--- src/rtl/calc_pkg.sv ---
`default_nettype none
// ============================================================================
// Module  : calc_pkg
// Brief   : Shared types, segment encodings and helpers for seq_calculator.
// Revision: 1.0
// ============================================================================
package calc_pkg;

  typedef enum logic [1:0] {
    OP_ADD = 2'd0,
    OP_SUB = 2'd1,
    OP_MUL = 2'd2,
    OP_DIV = 2'd3
  } op_e;

  typedef enum logic [1:0] {
    IDLE = 2'd0,
    CALC = 2'd1,
    CONV = 2'd2
  } state_e;

  // Active-low segments; bit 0 is segment a, bit 6 is segment g.
  localparam logic [6:0] c_seg_0     = 7'h40;
  localparam logic [6:0] c_seg_1     = 7'h79;
  localparam logic [6:0] c_seg_2     = 7'h24;
  localparam logic [6:0] c_seg_3     = 7'h30;
  localparam logic [6:0] c_seg_4     = 7'h19;
  localparam logic [6:0] c_seg_5     = 7'h12;
  localparam logic [6:0] c_seg_6     = 7'h02;
  localparam logic [6:0] c_seg_7     = 7'h78;
  localparam logic [6:0] c_seg_8     = 7'h00;
  localparam logic [6:0] c_seg_9     = 7'h10;
  localparam logic [6:0] c_seg_blank = 7'h7F;
  localparam logic [6:0] c_seg_minus = 7'h3F;
  localparam logic [6:0] c_seg_e     = 7'h06;

  function automatic logic [6:0] seg_digit(input logic [3:0] d);
    logic [6:0] s;
    case (d)
      4'd0:    s = c_seg_0;
      4'd1:    s = c_seg_1;
      4'd2:    s = c_seg_2;
      4'd3:    s = c_seg_3;
      4'd4:    s = c_seg_4;
      4'd5:    s = c_seg_5;
      4'd6:    s = c_seg_6;
      4'd7:    s = c_seg_7;
      4'd8:    s = c_seg_8;
      4'd9:    s = c_seg_9;
      default: s = c_seg_blank;
    endcase
    return s;
  endfunction

  // Decimal digits needed to hold any unsigned value of the given bit width.
  function automatic int dec_digits(input int bits);
    logic [63:0] v;
    int          n;
    v = (64'd1 << bits) - 64'd1;
    n = 0;
    for (int i = 0; i < 20; i++) begin
      if (v != 64'd0) begin
        v = v / 64'd10;
        n = n + 1;
      end
    end
    return (n < 1) ? 1 : n;
  endfunction

endpackage
`default_nettype wire

--- src/rtl/bin2bcd_seq.sv ---
`default_nettype none
// ============================================================================
// Module  : bin2bcd_seq
// Brief   : Sequential double-dabble converter, one bit per cycle, IN_W cycles
//           from start to the done pulse. ovf flags digits beyond DIGITS.
// Revision: 1.0
// ============================================================================
module bin2bcd_seq
  import calc_pkg::*;
#(
  parameter int IN_W   = 8,
  parameter int DIGITS = 4
) (
  input  logic                  clk,
  input  logic                  rst_n,
  input  logic                  start,
  input  logic [IN_W-1:0]       bin,
  output logic                  done,
  output logic [4*DIGITS-1:0]   bcd,
  output logic                  ovf
);

  localparam int c_need = dec_digits(IN_W);
  localparam int c_bd   = (c_need > DIGITS) ? c_need : DIGITS;
  localparam int c_cw   = $clog2(IN_W + 1);

  logic [4*c_bd-1:0] r_bcd;
  logic [4*c_bd-1:0] w_adj;
  logic [IN_W-1:0]   r_sh;
  logic [c_cw-1:0]   r_cnt;
  logic              r_busy;
  logic              r_done;

  always_comb begin
    w_adj = r_bcd;
    for (int i = 0; i < c_bd; i++) begin
      if (r_bcd[4*i +: 4] > 4'd4) w_adj[4*i +: 4] = r_bcd[4*i +: 4] + 4'd3;
    end
  end

  // The load cycle already shifts in the MSB (all BCD digits are zero then),
  // so the remaining IN_W-1 bits follow on consecutive cycles.
  always_ff @(posedge clk or negedge rst_n) begin
    if (!rst_n) begin
      r_bcd  <= '0;
      r_sh   <= '0;
      r_cnt  <= '0;
      r_busy <= 1'b0;
      r_done <= 1'b0;
    end else begin
      r_done <= 1'b0;
      if (start) begin
        r_bcd  <= {{(4*c_bd-1){1'b0}}, bin[IN_W-1]};
        r_sh   <= bin << 1;
        r_cnt  <= c_cw'(IN_W - 1);
        r_busy <= 1'b1;
      end else if (r_busy) begin
        r_bcd <= {w_adj[4*c_bd-2:0], r_sh[IN_W-1]};
        r_sh  <= r_sh << 1;
        r_cnt <= r_cnt - c_cw'(1);
        if (r_cnt == c_cw'(1)) begin
          r_busy <= 1'b0;
          r_done <= 1'b1;
        end
      end
    end
  end

  assign done = r_done;
  assign bcd  = r_bcd[4*DIGITS-1:0];

  generate
    if (c_bd > DIGITS) begin : g_ovf
      assign ovf = |r_bcd[4*c_bd-1:4*DIGITS];
    end else begin : g_no_ovf
      assign ovf = 1'b0;
    end
  endgenerate

endmodule
`default_nettype wire

--- src/rtl/seq_calculator.sv ---
`default_nettype none
// ============================================================================
// Module  : seq_calculator
// Brief   : Sequential add/sub/mul/div calculator with a multiplexed
//           seven-segment readout. Divider is built only with CALC_DIV_EN.
// Revision: 1.0
// ============================================================================
module seq_calculator
  import calc_pkg::*;
#(
  parameter int WIDTH       = 4,
  parameter int DIGITS      = 4,
  parameter int REFRESH_DIV = 50000
) (
  input  logic                 clk,
  input  logic                 rst_n,
  input  logic                 start,
  input  logic [WIDTH-1:0]     op1,
  input  logic [WIDTH-1:0]     op2,
  input  logic [1:0]           operation,
  input  logic                 sign,
  output logic                 busy,
  output logic                 done,
  output logic [2*WIDTH-1:0]   result,
  output logic                 err,
  output logic [6:0]           segBits,
  output logic [DIGITS-1:0]    trigger
);

  localparam int c_rw = 2 * WIDTH;
  localparam int c_cw = $clog2(WIDTH + 1);
  localparam int c_dw = (REFRESH_DIV > 1) ? $clog2(REFRESH_DIV) : 1;
  localparam int c_iw = $clog2(DIGITS);

  state_e              r_state;
  op_e                 r_op;
  logic                r_sign;
  logic                r_neg;
  logic                r_res_neg;
  logic                r_err_pend;
  logic [WIDTH-1:0]    r_a;
  logic [WIDTH-1:0]    r_b;
  logic [WIDTH-1:0]    r_mplier;
  logic [c_rw-1:0]     r_acc;
  logic [c_rw-1:0]     r_mcand;
  logic [c_rw-1:0]     r_res;
  logic [c_cw-1:0]     r_cnt;
  logic                r_busy;
  logic                r_done;
  logic                r_err;
  logic [c_rw-1:0]     r_result;
  logic [6:0]          r_disp [DIGITS];
  logic [c_dw-1:0]     r_div;
  logic [c_iw-1:0]     r_idx;
  logic [DIGITS-1:0]   r_trig;

  logic                w_n1;
  logic                w_n2;
  logic [WIDTH-1:0]    w_mag1;
  logic [WIDTH-1:0]    w_mag2;
  logic [c_rw-1:0]     w_ext_a;
  logic [c_rw-1:0]     w_ext_b;
  logic [c_rw-1:0]     w_addsub;
  logic [c_rw-1:0]     w_acc_next;
  logic [c_rw-1:0]     w_prod;
  logic [c_rw-1:0]     w_calc_res;
  logic [c_rw-1:0]     w_mag;
  logic                w_last;
  logic                w_calc_err;
  logic                w_skip;
  logic                w_res_neg;
  logic                w_conv_start;
  logic [4*DIGITS-1:0] w_bcd;
  logic                w_bcd_done;
  logic                w_bcd_ovf;
  logic [c_iw-1:0]     w_msd;
  logic                w_full;
  logic [6:0]          w_disp [DIGITS];

  // Operand magnitudes feed mul/div; the result sign is re-applied at the end.
  assign w_n1   = sign & op1[WIDTH-1];
  assign w_n2   = sign & op2[WIDTH-1];
  assign w_mag1 = w_n1 ? -op1 : op1;
  assign w_mag2 = w_n2 ? -op2 : op2;

  assign w_ext_a    = r_sign ? {{WIDTH{r_a[WIDTH-1]}}, r_a} : {{WIDTH{1'b0}}, r_a};
  assign w_ext_b    = r_sign ? {{WIDTH{r_b[WIDTH-1]}}, r_b} : {{WIDTH{1'b0}}, r_b};
  assign w_addsub   = (r_op == OP_SUB) ? (w_ext_a - w_ext_b) : (w_ext_a + w_ext_b);
  assign w_acc_next = r_mplier[0] ? (r_acc + r_mcand) : r_acc;
  assign w_prod     = r_neg ? -w_acc_next : w_acc_next;

`ifdef CALC_DIV_EN
  logic [WIDTH-1:0] r_q;
  logic [WIDTH-1:0] r_dvs;
  logic [WIDTH-1:0] r_rem;
  logic             r_dz;
  logic [WIDTH-1:0] w_q_next;
  logic [WIDTH-1:0] w_rem_next;
  logic [WIDTH:0]   w_rem_sh;
  logic [WIDTH:0]   w_trial;
  logic [c_rw-1:0]  w_quot;

  assign w_rem_sh   = {r_rem, r_q[WIDTH-1]};
  assign w_trial    = w_rem_sh - {1'b0, r_dvs};
  assign w_q_next   = {r_q[WIDTH-2:0], ~w_trial[WIDTH]};
  assign w_rem_next = w_trial[WIDTH] ? w_rem_sh[WIDTH-1:0] : w_trial[WIDTH-1:0];
  assign w_quot     = r_neg ? -{{WIDTH{1'b0}}, w_q_next} : {{WIDTH{1'b0}}, w_q_next};
  assign w_skip     = 1'b0;
`else
  assign w_skip     = (r_op == OP_DIV);
`endif

  always_comb begin
    w_last     = 1'b1;
    w_calc_res = w_addsub;
    w_calc_err = 1'b0;
    case (r_op)
      OP_MUL: begin
        w_last     = (r_cnt == c_cw'(WIDTH - 1));
        w_calc_res = w_prod;
      end
      OP_DIV: begin
`ifdef CALC_DIV_EN
        w_last     = (r_cnt == c_cw'(WIDTH - 1));
        w_calc_res = r_dz ? '0 : w_quot;
        w_calc_err = r_dz;
`else
        w_calc_res = '0;
        w_calc_err = 1'b1;
`endif
      end
      default: ;
    endcase
  end

  assign w_res_neg    = r_sign & w_calc_res[c_rw-1];
  assign w_mag        = w_res_neg ? -w_calc_res : w_calc_res;
  assign w_conv_start = (r_state == CALC) & w_last & ~w_skip;

  bin2bcd_seq #(
    .IN_W   (c_rw),
    .DIGITS (DIGITS)
  ) u_bcd (
    .clk   (clk),
    .rst_n (rst_n),
    .start (w_conv_start),
    .bin   (w_mag),
    .done  (w_bcd_done),
    .bcd   (w_bcd),
    .ovf   (w_bcd_ovf)
  );

  always_comb begin
    w_msd = '0;
    for (int i = 1; i < DIGITS; i++) begin
      if (w_bcd[4*i +: 4] != 4'd0) w_msd = c_iw'(i);
    end
    // The sign needs its own position left of the most significant digit.
    w_full = w_bcd_ovf | (r_res_neg & (int'(w_msd) == DIGITS - 1));
    for (int i = 0; i < DIGITS; i++) begin
      w_disp[i] = c_seg_blank;
      if (r_err_pend) begin
        if (i == 0) w_disp[i] = c_seg_e;
      end else if (w_full) begin
        w_disp[i] = c_seg_minus;
      end else if (i <= int'(w_msd)) begin
        w_disp[i] = seg_digit(w_bcd[4*i +: 4]);
      end else if (r_res_neg && (i == int'(w_msd) + 1)) begin
        w_disp[i] = c_seg_minus;
      end
    end
  end

  always_ff @(posedge clk or negedge rst_n) begin
    if (!rst_n) begin
      r_state    <= IDLE;
      r_op       <= OP_ADD;
      r_sign     <= 1'b0;
      r_neg      <= 1'b0;
      r_res_neg  <= 1'b0;
      r_err_pend <= 1'b0;
      r_a        <= '0;
      r_b        <= '0;
      r_mplier   <= '0;
      r_acc      <= '0;
      r_mcand    <= '0;
      r_res      <= '0;
      r_cnt      <= '0;
      r_busy     <= 1'b0;
      r_done     <= 1'b0;
      r_err      <= 1'b0;
      r_result   <= '0;
      for (int i = 0; i < DIGITS; i++) r_disp[i] <= (i == 0) ? c_seg_0 : c_seg_blank;
`ifdef CALC_DIV_EN
      r_q   <= '0;
      r_dvs <= '0;
      r_rem <= '0;
      r_dz  <= 1'b0;
`endif
    end else begin
      r_done <= 1'b0;
      case (r_state)
        IDLE: begin
          if (start) begin
            r_op     <= op_e'(operation);
            r_sign   <= sign;
            r_a      <= op1;
            r_b      <= op2;
            r_neg    <= w_n1 ^ w_n2;
            r_acc    <= '0;
            r_mcand  <= {{WIDTH{1'b0}}, w_mag1};
            r_mplier <= w_mag2;
`ifdef CALC_DIV_EN
            r_q      <= w_mag1;
            r_dvs    <= w_mag2;
            r_rem    <= '0;
            r_dz     <= (op2 == '0);
`endif
            r_cnt    <= '0;
            r_busy   <= 1'b1;
            r_state  <= CALC;
          end
        end
        CALC: begin
          r_cnt <= r_cnt + c_cw'(1);
          if (r_op == OP_MUL) begin
            r_acc    <= w_acc_next;
            r_mcand  <= r_mcand << 1;
            r_mplier <= r_mplier >> 1;
          end
`ifdef CALC_DIV_EN
          if (r_op == OP_DIV) begin
            r_q   <= w_q_next;
            r_rem <= w_rem_next;
          end
`endif
          if (w_last) begin
            r_res      <= w_calc_res;
            r_err_pend <= w_calc_err;
            r_res_neg  <= w_res_neg;
            if (w_skip) begin
              r_state  <= IDLE;
              r_busy   <= 1'b0;
              r_done   <= 1'b1;
              r_result <= '0;
              r_err    <= 1'b1;
              for (int i = 0; i < DIGITS; i++) r_disp[i] <= (i == 0) ? c_seg_e : c_seg_blank;
            end else begin
              r_state <= CONV;
            end
          end
        end
        CONV: begin
          if (w_bcd_done) begin
            r_state  <= IDLE;
            r_busy   <= 1'b0;
            r_done   <= 1'b1;
            r_result <= r_res;
            r_err    <= r_err_pend;
            for (int i = 0; i < DIGITS; i++) r_disp[i] <= w_disp[i];
          end
        end
        default: r_state <= IDLE;
      endcase
    end
  end

  // Digit scan runs freely regardless of the calculator state.
  always_ff @(posedge clk or negedge rst_n) begin
    if (!rst_n) begin
      r_div  <= '0;
      r_idx  <= '0;
      r_trig <= {{(DIGITS-1){1'b1}}, 1'b0};
    end else if (r_div == c_dw'(REFRESH_DIV - 1)) begin
      r_div  <= '0;
      r_trig <= {r_trig[DIGITS-2:0], r_trig[DIGITS-1]};
      r_idx  <= (r_idx == c_iw'(DIGITS - 1)) ? '0 : r_idx + c_iw'(1);
    end else begin
      r_div <= r_div + c_dw'(1);
    end
  end

  assign busy    = r_busy;
  assign done    = r_done;
  assign result  = r_result;
  assign err     = r_err;
  assign trigger = r_trig;
  assign segBits = r_disp[r_idx];

endmodule
`default_nettype wire

--- config.mk ---
export PLATFORM = sky130hd
export DESIGN_NAME = seq_calculator
export DESIGN_NICKNAME = d
export VERILOG_FILES = /design/src/rtl/calc_pkg.sv /design/src/rtl/bin2bcd_seq.sv /design/src/rtl/seq_calculator.sv
export SDC_FILE = /design/constraint.sdc
export NUM_CORES = 1
export LEC_CHECK = 0
export ABC_AREA = 0
export ABC_CLOCK_PERIOD_IN_PS = 3800
export BUFFER_PORTS_ARGS = -buffer_cell sky130_fd_sc_hd__buf_4
export CAP_MARGIN = 20
export CORE_MARGIN = 3
export CORE_UTILIZATION = 62
export DETAILED_ROUTE_END_ITERATION = 10
export GPL_TIMING_DRIVEN = 0
export PLACE_DENSITY = 0.8
export SETUP_SLACK_MARGIN = 0.5
export SYNTH_ARGS = -nofsm -noshare
export SYNTH_HDL_FRONTEND = slang
export SYNTH_SLANG_ARGS = --single-unit
export TNS_END_PERCENT = 100
--- constraint.sdc ---
create_clock -name clk -period 3.8 [get_ports clk]
set_clock_uncertainty 0.1 [all_clocks]
set_input_delay 0.19 -clock clk [delete_from_list [all_inputs] [get_ports clk]]
set_output_delay 0.19 -clock clk [all_outputs]
set_load 0.01 [all_outputs]
==> qor.yml <==
run_status:
  status: "finished clean"
setup_path:
  cp.arrival_ps: 3490
  reg2reg_depth: 14
  cp.required_ps: 3980
  r2r-start: "r_acc[0]"
  critical_path.endpoint_type: "register"
  startpoint_type: "register"
  setup.worst_path.start: "r_acc[0]"
  cp_max_fo: 4
  timing.rr.end: "u_bcd.r_sh[6]"
  rrSetupSlack_ps: 490
  critPathKind: "register to register"
floorplanning:
  chipHeight_um: 121
  start_util_pct: 63.9
  fp.dieW_um: 121
  dieArea_sq_um: 14500
  coreArea_sq_um: 12700
  rows: 41
  pin_count: 36
drt:
  post-route-drc-count: 0
  via_per_inst: 5.98
  wirelength_mm: 19.9
  num_vias: 6913
  ant_nets: 0
  avgRoutedWirePerCell_um: 17.2
  first_pass_iters: 5
  drt-initial-drc-count: 509
global_routing:
  grt_antenna_before_repair: 0
  grt_pass1_wl_mm: 32.1
  grtUsageMet2_pct: 45.8
  grt_max_degree: 72
  gr-total-overflow: 0
  groute.layer.met3.usage_pct: 5.89
  gr-usage-met1_pct: 37.0
  grt_pass1_vias: 6590
  gr-max-usage-layer: "met2"
  grtUsageTotal_pct: 27.7
synth:
  synth_mux_area_share_pct: 5.98
  synth-simple-area-share_pct: 17.8
  synth_area_leaders: "dfrtp_1, dfstp_2, ha_1, nand2_1, nor2_1"
  synth_top_family_by_area: "compound AO/OA/AOI/OAI gates"
  synth-xor-area-share_pct: 3.77
  synth_compound_area_share_pct: 18.1
  synth.distinct_cells: 67
  netlist_area_sq_um: 8140
  synth-seq-cells: 137
  synth-main-ff-cell: "dfrtp_1"
  synth_seq_area_share_pct: 42.5
  syn_nets: 954
  yosysTopAreaCell: "dfrtp_1"
  synth-edff-count: 0
  synth_fa_ha_area_share_pct: 7.87
  synthArstFlopShare_pct: 100
  netlist_instances: 890
  avgSynthCellArea_sq_um: 9.14
  yosys_warnings: 0
  synth_top_area_share_pct: 34.5
power_and_ir_drop:
  p_leak_uw: 0.00431
  irDropWorstVdd_mv: 0.610
  p_per_area_nw_per_um2: 947
layout:
  nets: 1035
  fillers: 875
  final_util_pct: 75.8
  area_growth_pct: 18.5
  antennaDiodeCount: 0
  drive_above_1_share_pct: 17.0
cts:
  cts-root-buf: "clkbuf_16"
  cts_buffers: 17
  cts_tree: "built"
  clock_path_buffers: 2
  path_clk_slew_ps: 60
  clock_sinks: 137
  htree_num_levels: 4
  clk_latency_ps: 420
timing:
  fmax_mhz: 302
  period_minus_slack_ps: 3310
  final.setup.tns_ps: 0
  max_slew.worst_pin.slew_ps: 902
  fin_crit_sh_pct: 87.1
  drv_slew: 0
  finalHoldViolations: 0
  max-slew-margin-rel_pct: 39.7
  setup_viol: 0
  rsz0062_at_grt: "true"
place:
  hpwl_mm: 13.3
  port_buffers: 35
  gp_congestion: 0.901
hold_path:
  hold_depth: 3
  worstHoldPathType: "input port to register"
  whs_endpoint: "r_sign"
  hold_start: "sign"
flow_run:
  maxCapViolations: 0
-- Yosys cell counts (all sizes together), types with 9 or more instances --
cell,number
a211oi,13
clkbuf,34
mux2i,16
a21oi,64
inv,42
xnor2,26
ha,48
nand3,28
dfstp,25
xor2,9
nor2,100
dfrtp,112
nor2b,14
a22o,10
nor3,19
nand2,105
o21ai,76
a31oi,10
mux2,15
-- cell usage in the layout, fill, tap and decap left out, types with 5 or more instances in the layout --
cell,instances
a211oi_1,10
a21oi_1,63
a22o_1,10
a31oi_1,8
buf_4,49
clkbuf_1,38
clkbuf_16,17
dfrtp_1,111
dfstp_2,25
dlygate4sd3_1,12
ha_1,44
inv_1,42
mux2_2,15
mux2i_1,12
mux4_2,7
nand2_1,104
nand2b_1,8
nand3_1,27
nand3b_1,5
nand4_1,5
nor2_1,100
nor2b_1,14
nor3_1,19
nor3b_1,8
o21a_1,8
o21ai_0,73
o22a_1,5
xnor2_1,25
xor2_1,9
-- through the flow --
stage | area, sq um | hold slack, ps | power [uW] | worst slack [ps] | cells
detailed placement | 8660 | 125 | 6870 | 141 | 1098
finish | 9640 | 60.5 | 9130 | 489 | 1156
CTS | 9490 | 48.2 | 8770 | 507 | 1148
floorplan | 8150 | -206 | 5690 | 532 | 890
global placement | 8620 | 325 | 6750 | 173 | 1097
global route | 9640 | 37.8 | 9750 | 299 | 1156
-- cell families (layout without fill, tap and decap cells) --
logic type,Yosys count,in the layout
buffers and inverters,83,177
and+or+nand+nor,315,315
xor gates and xnor gates,35,35
AOI/OAI and AO/OA,232,232
muxes,38,38
adders and majority gates,50,50
DFF,137,137
-- flip-flops by register name, indices dropped and copies added (netlist names), 2 cells and up --
name         cells
result           8
u_bcd.r_sh       7
r_idx            2
r_mcand          8
r_disp          28
r_state          2
u_bcd.r_cnt      4
r_op             2
r_a              4
r_res            8
r_acc            8
r_b              4
r_div           16
r_mplier         4
u_bcd.bcd       16
trigger          4
r_cnt            3
-- worst max path at each step --
stage	endpoint	slack, ps
2_1_floorplan	u_bcd.r_sh[4]	530
3_3_place_gp	u_bcd.r_sh[4]	170
3_5_place_dp	u_bcd.r_sh[4]	140
4_1_cts	u_bcd.r_sh[6]	510
5_1_grt	u_bcd.r_sh[6]	300
6_report	u_bcd.r_sh[6]	490
-- where the power goes --
part           leakage, uW  internal [uW]  switching (uW)  total [uW]
registers          0.00171           2000             408        2410
clock network     0.000278           1020             620        1640
logic              0.00233           2080            3010        5080
-- cell type report --
cell class | count | area [sq um] | share of cell area [%]
Clock buffer | 25 | 485 | 5.04
Buffer | 41 | 170 | 1.77
Multi-Input combinational cell | 670 | 4540 | 47.1
Inverter | 42 | 158 | 1.64
Timing Repair Buffer | 62 | 519 | 5.39
Clock inverter | 7 | 93.8 | 0.973
Sequential cell | 137 | 3460 | 35.9
Tap cell | 172 | 215 | 2.23
-- timing repair --
action	in CTS	in global routing
pin swaps	5	6
buffers inserted	6	8
endpoints found under the setup margin	9	6
endpoints found under the hold margin	70	0
resized for setup	17	20
hold buffers	12	0
-- critical path, stage by stage, from the launching register on --
cell and delay [ps]:
dfrtp_1 430, ha_4 190, fa_2 430, mux2i_4 180, ha_2 210, inv_1 40, a211o_1 250, o31ai_2 280
xnor2_1 140, a22oi_2 260, buf_4 160, nand3_1 90, nand3_1 170, xnor2_2 140, o21ai_0 100
-- routing by layer --
metal  up-vias  part of all wire, %
met2       236                   49
met4         0                  1.7
li1       3298                    -
met5         -                    0
met3        37                  5.2
met1      3342                   44
No activity file was read; power rests on OpenSTA's default activity.
